**src/rtl/roc_pkg.sv**
```systemverilog
// Shared definitions for the rank-order-coded (ROC) index stream.
// Holds the decoder FSM state encoding, the AER index width, and the
// default image geometry plus pixel/image types shared with the encoder.
package roc_pkg;

    // Width of the pixel index carried on the AER link.
    localparam int AER_INDEX_BITS = 10;

    // Default image geometry used by encoder and decoder.
    localparam int ROC_IMAGE_SIZE      = 7;
    localparam int ROC_PIXEL_MAX_VALUE = 255;
    localparam int ROC_PIXEL_BITS      = $clog2(ROC_PIXEL_MAX_VALUE);

    // Decoder handshake FSM states.
    typedef enum logic [2:0] {
        ST_IDLE     = 3'd0,
        ST_CAPTURE  = 3'd1,
        ST_BUSY     = 3'd2,
        ST_WAIT_LOW = 3'd3,
        ST_DONE     = 3'd4
    } roc_dec_state_t;

    // Pixel and image types for the default geometry.
    typedef logic [ROC_PIXEL_BITS-1:0] roc_pixel_t;
    typedef roc_pixel_t roc_image_t [ROC_IMAGE_SIZE];

endpackage

```
**src/rtl/roc_busy_timer.sv**
```systemverilog
// Loadable down-counter producing a fixed-length busy window.
// Ports:
//   clk, rst  : clock, asynchronous active-high reset
//   clr       : synchronous clear, wins over load
//   load      : start a window of CYCLES cycles beginning next cycle
//   active    : high for every cycle of the window (registered)
//   expired   : high in the last cycle of the window (registered)
module roc_busy_timer
    import roc_pkg::*;
#(
    parameter int CYCLES   = 3,
    parameter int CNT_BITS = $clog2(CYCLES + 1)
) (
    input  logic clk,
    input  logic rst,
    input  logic clr,
    input  logic load,
    output logic active,
    output logic expired
);

    logic [CNT_BITS-1:0] count_r;
    logic [CNT_BITS-1:0] count_nxt_s;
    logic                active_r;
    logic                expired_r;

    // Next remaining-cycle count: clear, reload, or count down to zero.
    always_comb begin
        count_nxt_s = count_r;
        if (clr) begin
            count_nxt_s = '0;
        end else if (load) begin
            count_nxt_s = CNT_BITS'(CYCLES);
        end else if (count_r != '0) begin
            count_nxt_s = count_r - CNT_BITS'(1);
        end else begin
            count_nxt_s = count_r;
        end
    end

    // Count register; flags are derived from the next count so they are
    // themselves flops aligned with the count they describe.
    always_ff @(posedge clk or posedge rst) begin
        if (rst) begin
            count_r   <= '0;
            active_r  <= 1'b0;
            expired_r <= 1'b0;
        end else begin
            count_r   <= count_nxt_s;
            active_r  <= (count_nxt_s != '0);
            expired_r <= (count_nxt_s == CNT_BITS'(1));
        end
    end

    assign active  = active_r;
    assign expired = expired_r;

endmodule

```
**src/rtl/roc_decoder.sv**
```systemverilog
// ROC decoder: receives sorted pixel indices from the ROC encoder, answers
// with the AERIN_CTRL_BUSY handshake and rebuilds a rank image where the
// first accepted index gets PIXEL_MAX_VALUE and each later one gets one less.
// Ports:
//   CLK, RST          : clock, asynchronous active-high reset
//   NEW_IMAGE         : one-cycle pulse, clears the frame, highest priority
//   NEXT_INDEX        : pixel index from the encoder
//   FOUND_NEXT_INDEX  : level, NEXT_INDEX is valid
//   ENCODER_RDY       : encoder finished sorting the frame
//   AERIN_CTRL_BUSY   : handshake back to the encoder
//   DECODED_IMAGE     : reconstructed pixels
//   RANK_COUNT        : indices accepted this frame
//   DECODE_DONE       : level, frame complete
//   DECODE_ERR        : sticky, out-of-range or duplicate index seen
module roc_decoder
    import roc_pkg::*;
#(
    parameter int IMAGE_SIZE      = ROC_IMAGE_SIZE,
    parameter int IMAGE_SIZE_BITS = $clog2(IMAGE_SIZE),
    parameter int PIXEL_MAX_VALUE = ROC_PIXEL_MAX_VALUE,
    parameter int PIXEL_BITS      = $clog2(PIXEL_MAX_VALUE),
    parameter int BUSY_CYCLES     = 3
) (
    input  logic                      CLK,
    input  logic                      RST,
    input  logic                      NEW_IMAGE,
    input  logic [AER_INDEX_BITS-1:0] NEXT_INDEX,
    input  logic                      FOUND_NEXT_INDEX,
    input  logic                      ENCODER_RDY,
    output logic                      AERIN_CTRL_BUSY,
    output logic [PIXEL_BITS-1:0]     DECODED_IMAGE [IMAGE_SIZE],
    output logic [IMAGE_SIZE_BITS:0]  RANK_COUNT,
    output logic                      DECODE_DONE,
    output logic                      DECODE_ERR
);

    localparam int RANK_BITS = IMAGE_SIZE_BITS + 1;

    // Pixel value for a given rank, saturating at zero once the rank
    // reaches PIXEL_MAX_VALUE.
    function automatic logic [PIXEL_BITS-1:0] rank_value(input logic [RANK_BITS-1:0] rank);
        logic [31:0] rank32;
        rank32 = 32'(rank);
        if (rank32 >= 32'(PIXEL_MAX_VALUE)) begin
            return '0;
        end else begin
            return PIXEL_BITS'(32'(PIXEL_MAX_VALUE) - rank32);
        end
    endfunction

    roc_dec_state_t              state_r;
    roc_dec_state_t              state_nxt_s;
    logic [AER_INDEX_BITS-1:0]   idx_r;
    logic [IMAGE_SIZE_BITS-1:0]  addr_s;
    logic                        in_range_s;
    logic                        mask_hit_s;
    logic                        idx_valid_s;
    logic [IMAGE_SIZE-1:0]       mask_r;
    logic [PIXEL_BITS-1:0]       image_r [IMAGE_SIZE];
    logic [RANK_BITS-1:0]        rank_r;
    logic                        err_r;
    logic                        busy_r;
    logic                        done_r;
    logic                        load_s;
    logic                        write_s;
    logic                        err_set_s;
    logic                        timer_active_s;
    logic                        timer_expired_s;

    roc_busy_timer #(
        .CYCLES (BUSY_CYCLES)
    ) u_busy_timer (
        .clk     (CLK),
        .rst     (RST),
        .clr     (NEW_IMAGE),
        .load    (load_s),
        .active  (timer_active_s),
        .expired (timer_expired_s)
    );

    // Validate the latched index: the full 10-bit value is range checked
    // before its low bits are trusted as an address.
    always_comb begin
        addr_s     = idx_r[IMAGE_SIZE_BITS-1:0];
        in_range_s = (idx_r < AER_INDEX_BITS'(IMAGE_SIZE));
        if (in_range_s) begin
            mask_hit_s = mask_r[addr_s];
        end else begin
            mask_hit_s = 1'b0;
        end
        idx_valid_s = in_range_s && !mask_hit_s;
    end

    // Next-state logic and per-cycle datapath strobes.
    always_comb begin
        state_nxt_s = state_r;
        load_s      = 1'b0;
        write_s     = 1'b0;
        err_set_s   = 1'b0;
        if (NEW_IMAGE) begin
            state_nxt_s = ST_IDLE;
        end else begin
            case (state_r)
                ST_IDLE: begin
                    if (FOUND_NEXT_INDEX) begin
                        state_nxt_s = ST_CAPTURE;
                    end else if (ENCODER_RDY) begin
                        state_nxt_s = ST_DONE;
                    end else begin
                        state_nxt_s = ST_IDLE;
                    end
                end
                ST_CAPTURE: begin
                    load_s      = 1'b1;
                    state_nxt_s = ST_BUSY;
                    if (idx_valid_s) begin
                        write_s = 1'b1;
                    end else begin
                        err_set_s = 1'b1;
                    end
                end
                ST_BUSY: begin
                    // Leaving on a dead timer as well guards against a stuck window.
                    if (timer_expired_s || !timer_active_s) begin
                        state_nxt_s = ST_WAIT_LOW;
                    end else begin
                        state_nxt_s = ST_BUSY;
                    end
                end
                ST_WAIT_LOW: begin
                    if (!FOUND_NEXT_INDEX) begin
                        if (rank_r == RANK_BITS'(IMAGE_SIZE)) begin
                            state_nxt_s = ST_DONE;
                        end else begin
                            state_nxt_s = ST_IDLE;
                        end
                    end else begin
                        state_nxt_s = ST_WAIT_LOW;
                    end
                end
                ST_DONE: begin
                    state_nxt_s = ST_DONE;
                end
                default: begin
                    state_nxt_s = ST_IDLE;
                end
            endcase
        end
    end

    // State register plus registered handshake/done flags, which follow
    // the state they are entering so they change on the same edge.
    always_ff @(posedge CLK or posedge RST) begin
        if (RST) begin
            state_r <= ST_IDLE;
            busy_r  <= 1'b0;
            done_r  <= 1'b0;
        end else begin
            state_r <= state_nxt_s;
            busy_r  <= (state_nxt_s == ST_BUSY);
            done_r  <= (state_nxt_s == ST_DONE);
        end
    end

    // Frame datapath: index latch, written-mask, image, rank and error.
    always_ff @(posedge CLK or posedge RST) begin
        if (RST) begin
            idx_r  <= '0;
            mask_r <= '0;
            rank_r <= '0;
            err_r  <= 1'b0;
            for (int i = 0; i < IMAGE_SIZE; i++) begin
                image_r[i] <= '0;
            end
        end else if (NEW_IMAGE) begin
            mask_r <= '0;
            rank_r <= '0;
            err_r  <= 1'b0;
            for (int i = 0; i < IMAGE_SIZE; i++) begin
                image_r[i] <= '0;
            end
        end else begin
            if ((state_r == ST_IDLE) && FOUND_NEXT_INDEX) begin
                idx_r <= NEXT_INDEX;
            end
            if (write_s) begin
                image_r[addr_s] <= rank_value(rank_r);
                mask_r[addr_s]  <= 1'b1;
                rank_r          <= rank_r + RANK_BITS'(1);
            end
            if (err_set_s) begin
                err_r <= 1'b1;
            end
        end
    end

    assign AERIN_CTRL_BUSY = busy_r;
    assign DECODED_IMAGE   = image_r;
    assign RANK_COUNT      = rank_r;
    assign DECODE_DONE     = done_r;
    assign DECODE_ERR      = err_r;

endmodule

```
**config.mk**
```make
export PLATFORM = sky130hd
export DESIGN_NAME = roc_decoder
export DESIGN_NICKNAME = d
export VERILOG_FILES = /design/src/rtl/roc_pkg.sv /design/src/rtl/roc_busy_timer.sv /design/src/rtl/roc_decoder.sv
export SDC_FILE = /design/constraint.sdc
export NUM_CORES = 1
export LEC_CHECK = 0
export ABC_CLOCK_PERIOD_IN_PS = 5140
export BUFFER_PORTS_ARGS = -buffer_cell sky130_fd_sc_hd__buf_2
export CAP_MARGIN = 20
export CORE_MARGIN = 2
export CORE_UTILIZATION = 55
export CTS_CLUSTER_SIZE = 20
export DETAILED_ROUTE_END_ITERATION = 7
export GPL_ROUTABILITY_DRIVEN = 0
export HOLD_SLACK_MARGIN = 0.1
export PLACE_DENSITY_LB_ADDON = 0.15
export SLEW_MARGIN = 10
export SYNTH_ARGS = -nofsm -noshare
export SYNTH_HDL_FRONTEND = slang
export SYNTH_SLANG_ARGS = --single-unit
```
**constraint.sdc**
```tcl
create_clock -name CLK -period 5.14 [get_ports CLK]
set_input_delay 0.257 -clock CLK [delete_from_list [all_inputs] [get_ports CLK]]
set_output_delay 0.257 -clock CLK [all_outputs]
set_load 0.1 [all_outputs]
```
Word-level counts from Yosys, hierarchy flattened
Index checks and enable logic that the tools add are counted.
- flip-flop bits (word level): 87
- input bits: 15
- output and inout port bits: 63
- word-level logic and storage cells: 85
- $add $sub $neg: 3
- magnitude comparators: 5
- equality and inequality tests: 8
- multiplexer cells: 36
- bitwise operators: 3
- reductions and logical operators: 13
- operator list (kind ; count):
    2-to-1 mux 56 bit ; 2
    bitwise mux 56 bit ; 1
    demux 8 bit (select 3 bit) ; 1
    2-to-1 mux 8 bit ; 3
    2-to-1 mux 3 bit ; 5
    one-hot mux 3 bit (5 select lines) ; 1
    2-to-1 mux 1 bit ; 14
    2-to-1 mux 7 bit ; 2
    < comparator 10 x 3 -> 1 bit (second input constant) ; 1
    == test 3 x 2 -> 1 bit (second input constant) ; 3
    2-to-1 mux 4 bit ; 2
    nonzero test 2 bit ; 4
    subtractor 8 x 4 -> 8 bit (first input constant) ; 1
    OR 7 bit ; 1
    == test 3 bit (second input constant) ; 2
    2-to-1 mux 2 bit ; 3
    adder 4 x 1 -> 4 bit (second input constant) ; 1
    == test 4 x 3 -> 1 bit (second input constant) ; 1
    greater-or-equal comparator 4 bit (second input constant) ; 1
    logical AND 1 bit ; 4
    < comparator 3 x 4 -> 1 bit (second input constant) ; 1
    < comparator 4 x 1 -> 1 bit (second input constant) ; 1
    NOT 3 -> 4 bit ; 1
    binary-select mux 1 bit (select 3 bit) ; 1
    other kinds (10) ; 11

Logic depth before layout (Yosys ltp)
Gate-level depths: netlist of run 1.
- depth in word-level cells: 13
- gate-level depth with buffers: 6

Cells and area by module
From an unflattened synthesis of run 1, not the netlist that was laid out.
- cells, all modules: 279
- area total of the unflattened synthesis: 3129.3 sq um
- by module, submodules not included (module ; times used ; cells an instance ; area an instance (sq um) ; seq. area each (sq um)):
    roc_decoder ; 1 ; 266 ; 2989.1 ; 1551.5
    roc_busy_timer ; 1 ; 13 ; 140.1 ; 100.1

Worst setup path before layout of run 1
OpenSTA, ideal clock, no wires.
- path type: register to output
- from: reg DECODED_IMAGE[14] (netlist name)
- to: out DECODED_IMAGE[13] (netlist bit)
- data arrival time: 1.373 ns
- data required time: 4.883 ns
- path slack: 3.510 ns
- stages on the path, launching flop included: 2
- buffers on the path: 1
- cell sequence: dfrtp_1 > buf_4
- RTL lines (element ; RTL line ; source):
    end: declaration ; roc_decoder.sv:31 ; output logic [PIXEL_BITS-1:0] DECODED_IMAGE [IMAGE_SIZE],

Worst setup path in the final report of run 1
- from: reg idx_r[1]
- to: reg image_r (netlist bit DECODED_IMAGE[25])
- cells in the longest elaborated chain, start to end: 9
- elaborated cells on any way between the ends: 19
- ends and longest elaborated chain (element ; RTL line ; source):
    start: declaration ; roc_decoder.sv:53 ; logic [AER_INDEX_BITS-1:0] idx_r;
    start signal: assignment ; roc_decoder.sv:168 ; idx_r <= '0;
    start signal: assignment ; roc_decoder.sv:184 ; idx_r <= NEXT_INDEX;
    branches (longest 9 deep; another with < comparator 10 x 3 -> 1 bit) ; - ;
    end signal: indexed assignment ; roc_decoder.sv:187 ; image_r[addr_s] <= rank_value(rank_r);
    end: declaration ; roc_decoder.sv:59 ; logic [PIXEL_BITS-1:0] image_r [IMAGE_SIZE];
Parallel ways; which one is timed is not known. The select of a mux whose other input is x is not followed.
A chain may end at the register's enable or synchronous reset.

==> impl_metrics.toml, run 1 <==
[run_status]
outcome = "completed"

[synthesis]
synth_warnings = 0
synth_top_area_share_pct = 52.1
synthAdderAreaFrac_pct = 0.395
synth-simple-area-share_pct = 18.2
netlist_top_cells_area = "dfrtp_1 52%, mux2i_1 10%, nand2b_1 6.7%"
synth_area_sq_mm = 0.00317
synth_xor_area_share_pct = 0
synth_top_family_by_area = "simple AND/OR/NAND/NOR gates"
netlist_top_cells_count = "66 x dfrtp_1, 34 x nand2b_1, 33 x mux2i_1"
syn_nets = 286
synth_edf_count = 0
syn_area_per_cell_sq_um = 11.7
ys.flop_type = "dfrtp_1"
synth.distinct_cells = 41
async_flop_share_pct = 100
muxShareOfSynthArea_pct = 14.3
seq_area_frac_synth_pct = 52.1
synthCells = 270
yosysMostFrequentCell = "dfrtp_1"
ys_ff_latch = 66
yosys.area.top_type = "dfrtp_1"
synth_compound_area_share_pct = 5.17

[pwr]
internal_power_w = 0.000839
ir_drop_uv = 189
p_clk_share_pct = 37.2
finalPower_w = 0.00115
comb_power_share_pct = 11.8
power_switching_w = 0.000314
p_per_area_mw_per_mm2 = 320
switching_share_pct = 27.2
pwr-share-seq_pct = 51.0
p_leak_nw = 1.98

[route]
drt_pass1_iterations = 5
antenna_left = 0
wl_um = 6110
post-route-drc-count = 0
initialDrtViolationCount = 82
post_drt_wl_per_cell_um = 15.3
vias = 2049
viasPerCell = 5.14

[critical_path]
critPathArrivalTime_ps = 2570
crit_path_end_kind = "register"
ff2ff_path_depth = 4
r2r_start = "idx_r[1]"
r2r_end = "DECODED_IMAGE[25]"
worst-r2r-setup-slack_ps = 2820
worst_setup_path_start_kind = "register"
criticalPathCategory = "register to register"
crit_required_ps = 5400
worstPathMaxFanout = 11

[cts]
clock_sinks = 66
insertion_delay_ps = 340
cts_resized = 0
htree_levels = 3
postCtsSetupBuffers = 0
clockBufferDepth = 2
root_buffer = "clkbuf_8"
cts_tree = "built"
numCtsBuffers = 9
cts.clk_slew.worst_paths_ps = 80
holdBufCountCts = 0

[floorplan]
pin_count = 78
core_sq_mm = 0.00554
die_w_um = 79.9
fp.dieH_um = 79.9
die_area_sq_mm = 0.00639
placementRows = 27
floorplan.initialDensity_pct = 57.2

[layout]
fill_cells = 460
layout-drive-gt1-share_pct = 37.0
fin_nets = 339
fin_util_pct = 65.0
multi_input_area_sq_mm = 0.00121
final-instance-count-excl-fill = 399
area.growth.synth_to_final_pct = 13.7
seq_area_sq_mm = 0.00165
diodes = 0

[global_routing]
met3_usage_pct = 6.00
track_usage_pct = 21.3
grt_first_pass_wirelength_um = 10300
grt-busiest-layer = "met1"
grt_pass1_vias = 2021
antenna_found_initial = 0
overflow = 0
use_met2_pct = 30.4
grt.met1_usage_pct = 31.0
grt_max_degree = 67

[timing]
hold_viol_final = 0
finalSetupViolCount = 0
fin_tns_setup_ps = 0
finalWorstSetupSlack_ps = 2820
slew_viol_final = 0
slew_headroom_pct = 37.3
finClkSkew_ps = 10.2
worst_slew_pin_slew_ps = 939
min_period_ps = 2320
grt_setup_unrepaired = "false"
period_share_pct = 45.1
fmax_ghz = 0.432

[placement]
dpl.hpwl_um = 4030
io_buffers = 77
placedCellCount = 384
place_ws_ps = 2810

[min_path]
whs_path_depth = 2
hp-start = "NEXT_INDEX[4]"
hold_end = "idx_r[4]"
hold_path.class = "input pin to register"

[job]
drv_cap = 0
## per-layer routing
metal	wire length (um)	vias to the layer above
met3	310	7
met5	0	-
li1	-	988
met2	2780	49
met1	2960	1005
met4	53	0
## registers in the layout, summed over array words and instances, names as in the netlist, 2 cells and up
signal / cells
DECODED_IMAGE: 35
idx_r: 10
mask_r: 7
RANK_COUNT: 4
state_r: 3
u_busy_timer.count_r: 2
## worst max-delay path: stages (launching register included)
cell,delay (ps)
dfrtp_1,580
mux2_2,390
a2bb2oi_2,720
nand4_4,310
mux2i_1,240
## cell type report
class | instances | area share [%]
clock buffer | 10 | 3.82
multi-input combinational | 150 | 33.5
inverter | 18 | 1.87
sequential | 66 | 45.8
tap | 72 | 2.50
timing repair buffer | 78 | 10.9
clock inverter | 5 | 1.53
## power by group through the flow
stage          Clock, W  Combinational, W  Sequential, W
2_1_floorplan         0          0.000121       0.000591
3_3_place_gp          0          0.000136       0.000596
3_5_place_dp          0          0.000138       0.000598
4_1_cts        0.000438          0.000138       0.000587
5_1_grt        0.000459          0.000149       0.000594
6_report       0.000428          0.000136       0.000588
## kinds of logic after synthesis
group | Yosys count
flops | 66
simple gates | 77
compound gates | 28
fa+ha+maj | 1
mux | 44
buf+inv | 54
## stage by stage
| stage | area [sq um] | hold slack (ps) |
|---|---|---|
| after floorplan | 3170 | 408 |
| after global placement | 3410 | 488 |
| after detailed placement | 3410 | 493 |
| after CTS | 3600 | 132 |
| after global routing | 3600 | 141 |
| final | 3600 | 143 |
## worst max-delay path by stage
stage | to | start
floorplan | AERIN_CTRL_BUSY | RST
global placement | DECODED_IMAGE[25] | idx_r[1]
detailed placement | DECODED_IMAGE[26] | idx_r[1]
CTS | DECODED_IMAGE[25] | idx_r[1]
global route | DECODED_IMAGE[25] | idx_r[1]
finish | DECODED_IMAGE[25] | idx_r[1]
## cell usage in the layout, fill, tap and decap left out, types with 4 or more instances in the layout
cell      count
a21oi_1      18
buf_2        77
clkbuf_8     10
dfrtp_1      66
inv_1        17
mux2_2       11
mux2i_1      33
nand2b_1     34
nand3_1       4
nor2_1        5
or2_2         4
Note: power is estimated with default switching activity, not from simulation.
==> inputs of run 2 (changes only) <==
- ABC_CLOCK_PERIOD_IN_PS: 5140 -> 2100
- CORE_UTILIZATION: 55 -> 48
- clock period: 5.14 -> 2.1 ns (I/O delays scaled with it)
==> impl_metrics.toml, run 2 (synthesized netlist as in run 1, its figures left out) <==
[run_status]
outcome = "completed"

[pwr]
p_per_area_mw_per_mm2 = 760
ir_drop_uv = 415
p_leak_nw = 2.06

[critical_path]
worstSetupStartpoint = "idx_r[2]"
ff2ff_path_depth = 5
crit_path_end_kind = "register"
crit_required_ps = 2310
worst-r2r-setup-slack_ps = 340
r2r_end = "DECODED_IMAGE[8]"
worstPathMaxFanout = 11
criticalPathCategory = "register to register"
r2r_start = "idx_r[2]"
worst_setup_path_start_kind = "register"
critPathArrivalTime_ps = 1970

[min_path]
hold_path.class = "input pin to register"
hold_end = "state_r[2]"
hp-start = "FOUND_NEXT_INDEX"
whs_path_depth = 4

[placement]
place_ws_ps = 352
io_buffers = 77
dpl.hpwl_um = 4160
placedCellCount = 393

[layout]
fin_nets = 355
diodes = 0
final-instance-count-excl-fill = 421
largest_reg_flops = 35
area.growth.synth_to_final_pct = 19.2
layout_commonest_cell = "buf_2"
fin_util_pct = 59.5
layout-drive-gt1-share_pct = 35.8
layout_common_cells = "77 x buf_2, 66 x dfrtp_1, 34 x nand2b_1"

[job]
drv_cap = 0

[timing]
worst_slew_pin_slew_ps = 584
finalWorstSetupSlack_ps = 342
grt_setup_unrepaired = "false"
slew_viol_final = 0
period_share_pct = 83.7
hold_viol_final = 0
fin_tns_setup_ps = 0
slew_headroom_pct = 60.5
min_period_ps = 1760
finClkSkew_ps = 6.76
finalSetupViolCount = 0
fmax_ghz = 0.569

[global_routing]
antenna_found_initial = 0
overflow = 0
grt_first_pass_wirelength_um = 10600
grt_pass1_vias = 2077
grt_max_degree = 67
track_usage_pct = 19.1

[route]
initialDrtViolationCount = 128
viasPerCell = 5.08
drt_pass1_iterations = 4
wl_um = 6380
vias = 2138
post-route-drc-count = 0
post_drt_wl_per_cell_um = 15.2
antenna_left = 0

[cts]
numCtsBuffers = 9
cts.clk_slew.worst_paths_ps = 70
root_buffer = "clkbuf_8"
clockBufferDepth = 2
insertion_delay_ps = 340
cts_tree = "built"
clock_sinks = 66
htree_levels = 3
postCtsSetupBuffers = 0

[floorplan]
core_sq_mm = 0.00635
floorplan.initialDensity_pct = 49.9
placementRows = 29
die_area_sq_mm = 0.00727
die_w_um = 85.3
pin_count = 78
fp.dieH_um = 85.3
-- run 2: cell types whose count changed in the layout (fill, tap and decap cells not counted), sizes merged --
cell         change
clkinv           -1
buf              +4
clkbuf           +4
dlygate4sd3     +12
clkinvlp         -2
-- run 2: worst max-delay path by stage --
stage,end,depth (start not counted)
6_report,DECODED_IMAGE[8],5
3_5_place_dp,DECODED_IMAGE[48],5
5_1_grt,DECODED_IMAGE[54],5
3_3_place_gp,DECODED_IMAGE[49],5
2_1_floorplan,AERIN_CTRL_BUSY,1
4_1_cts,DECODED_IMAGE[51],5
-- run 2: area by class of cell --
class | count | area, sq um
tap | 77 | 96.3
timing repair buffer | 94 | 556
sequential | 66 | 1650
inverter | 18 | 67.6
clock inverter | 2 | 35.0
fill | 537 | 2570
clock buffer | 14 | 163
multi-input combinational | 150 | 1210
-- run 2: power breakdown --
part | switching (W) | internal [W]
registers | 0.0000762 | 0.00135
logic | 0.000222 | 0.000164
clock network | 0.000448 | 0.000613
-- run 2: stage by stage --
| step | power (W) | hold slack, ps | cell area, sq um |
|---|---|---|---|
| after floorplan | 0.00174 | 256 | 3170 |
| after global placement | 0.00181 | 204 | 3460 |
| after detailed placement | 0.00181 | 200 | 3460 |
| after CTS | 0.00290 | 172 | 3780 |
| after global routing | 0.00299 | 220 | 3780 |
| final | 0.00287 | 192 | 3780 |
-- run 2: metal layers --
layer | up-vias | GRT usage, % | part of all wire [%]
met5 | - | 0 | 0
met4 | 0 | 7.79 | 1.3
met3 | 8 | 4.67 | 4.9
met2 | 53 | 27.3 | 45
met1 | 1051 | 27.7 | 48
li1 | 1026 | - | -
-- run 2: timing repair --
| item | CTS | global route |
|---|---|---|
| hold buffers | 12 | 0 |
| resized for setup | 0 | 0 |
| endpoints found under the hold margin | 77 | 0 |
-- run 2: critical path, stage by stage (launching register included) --
cell	delay, ps
dfrtp_1	570
mux2i_1	270
a2bb2oi_2	150
buf_4	260
nand4_4	210
mux2i_1	180
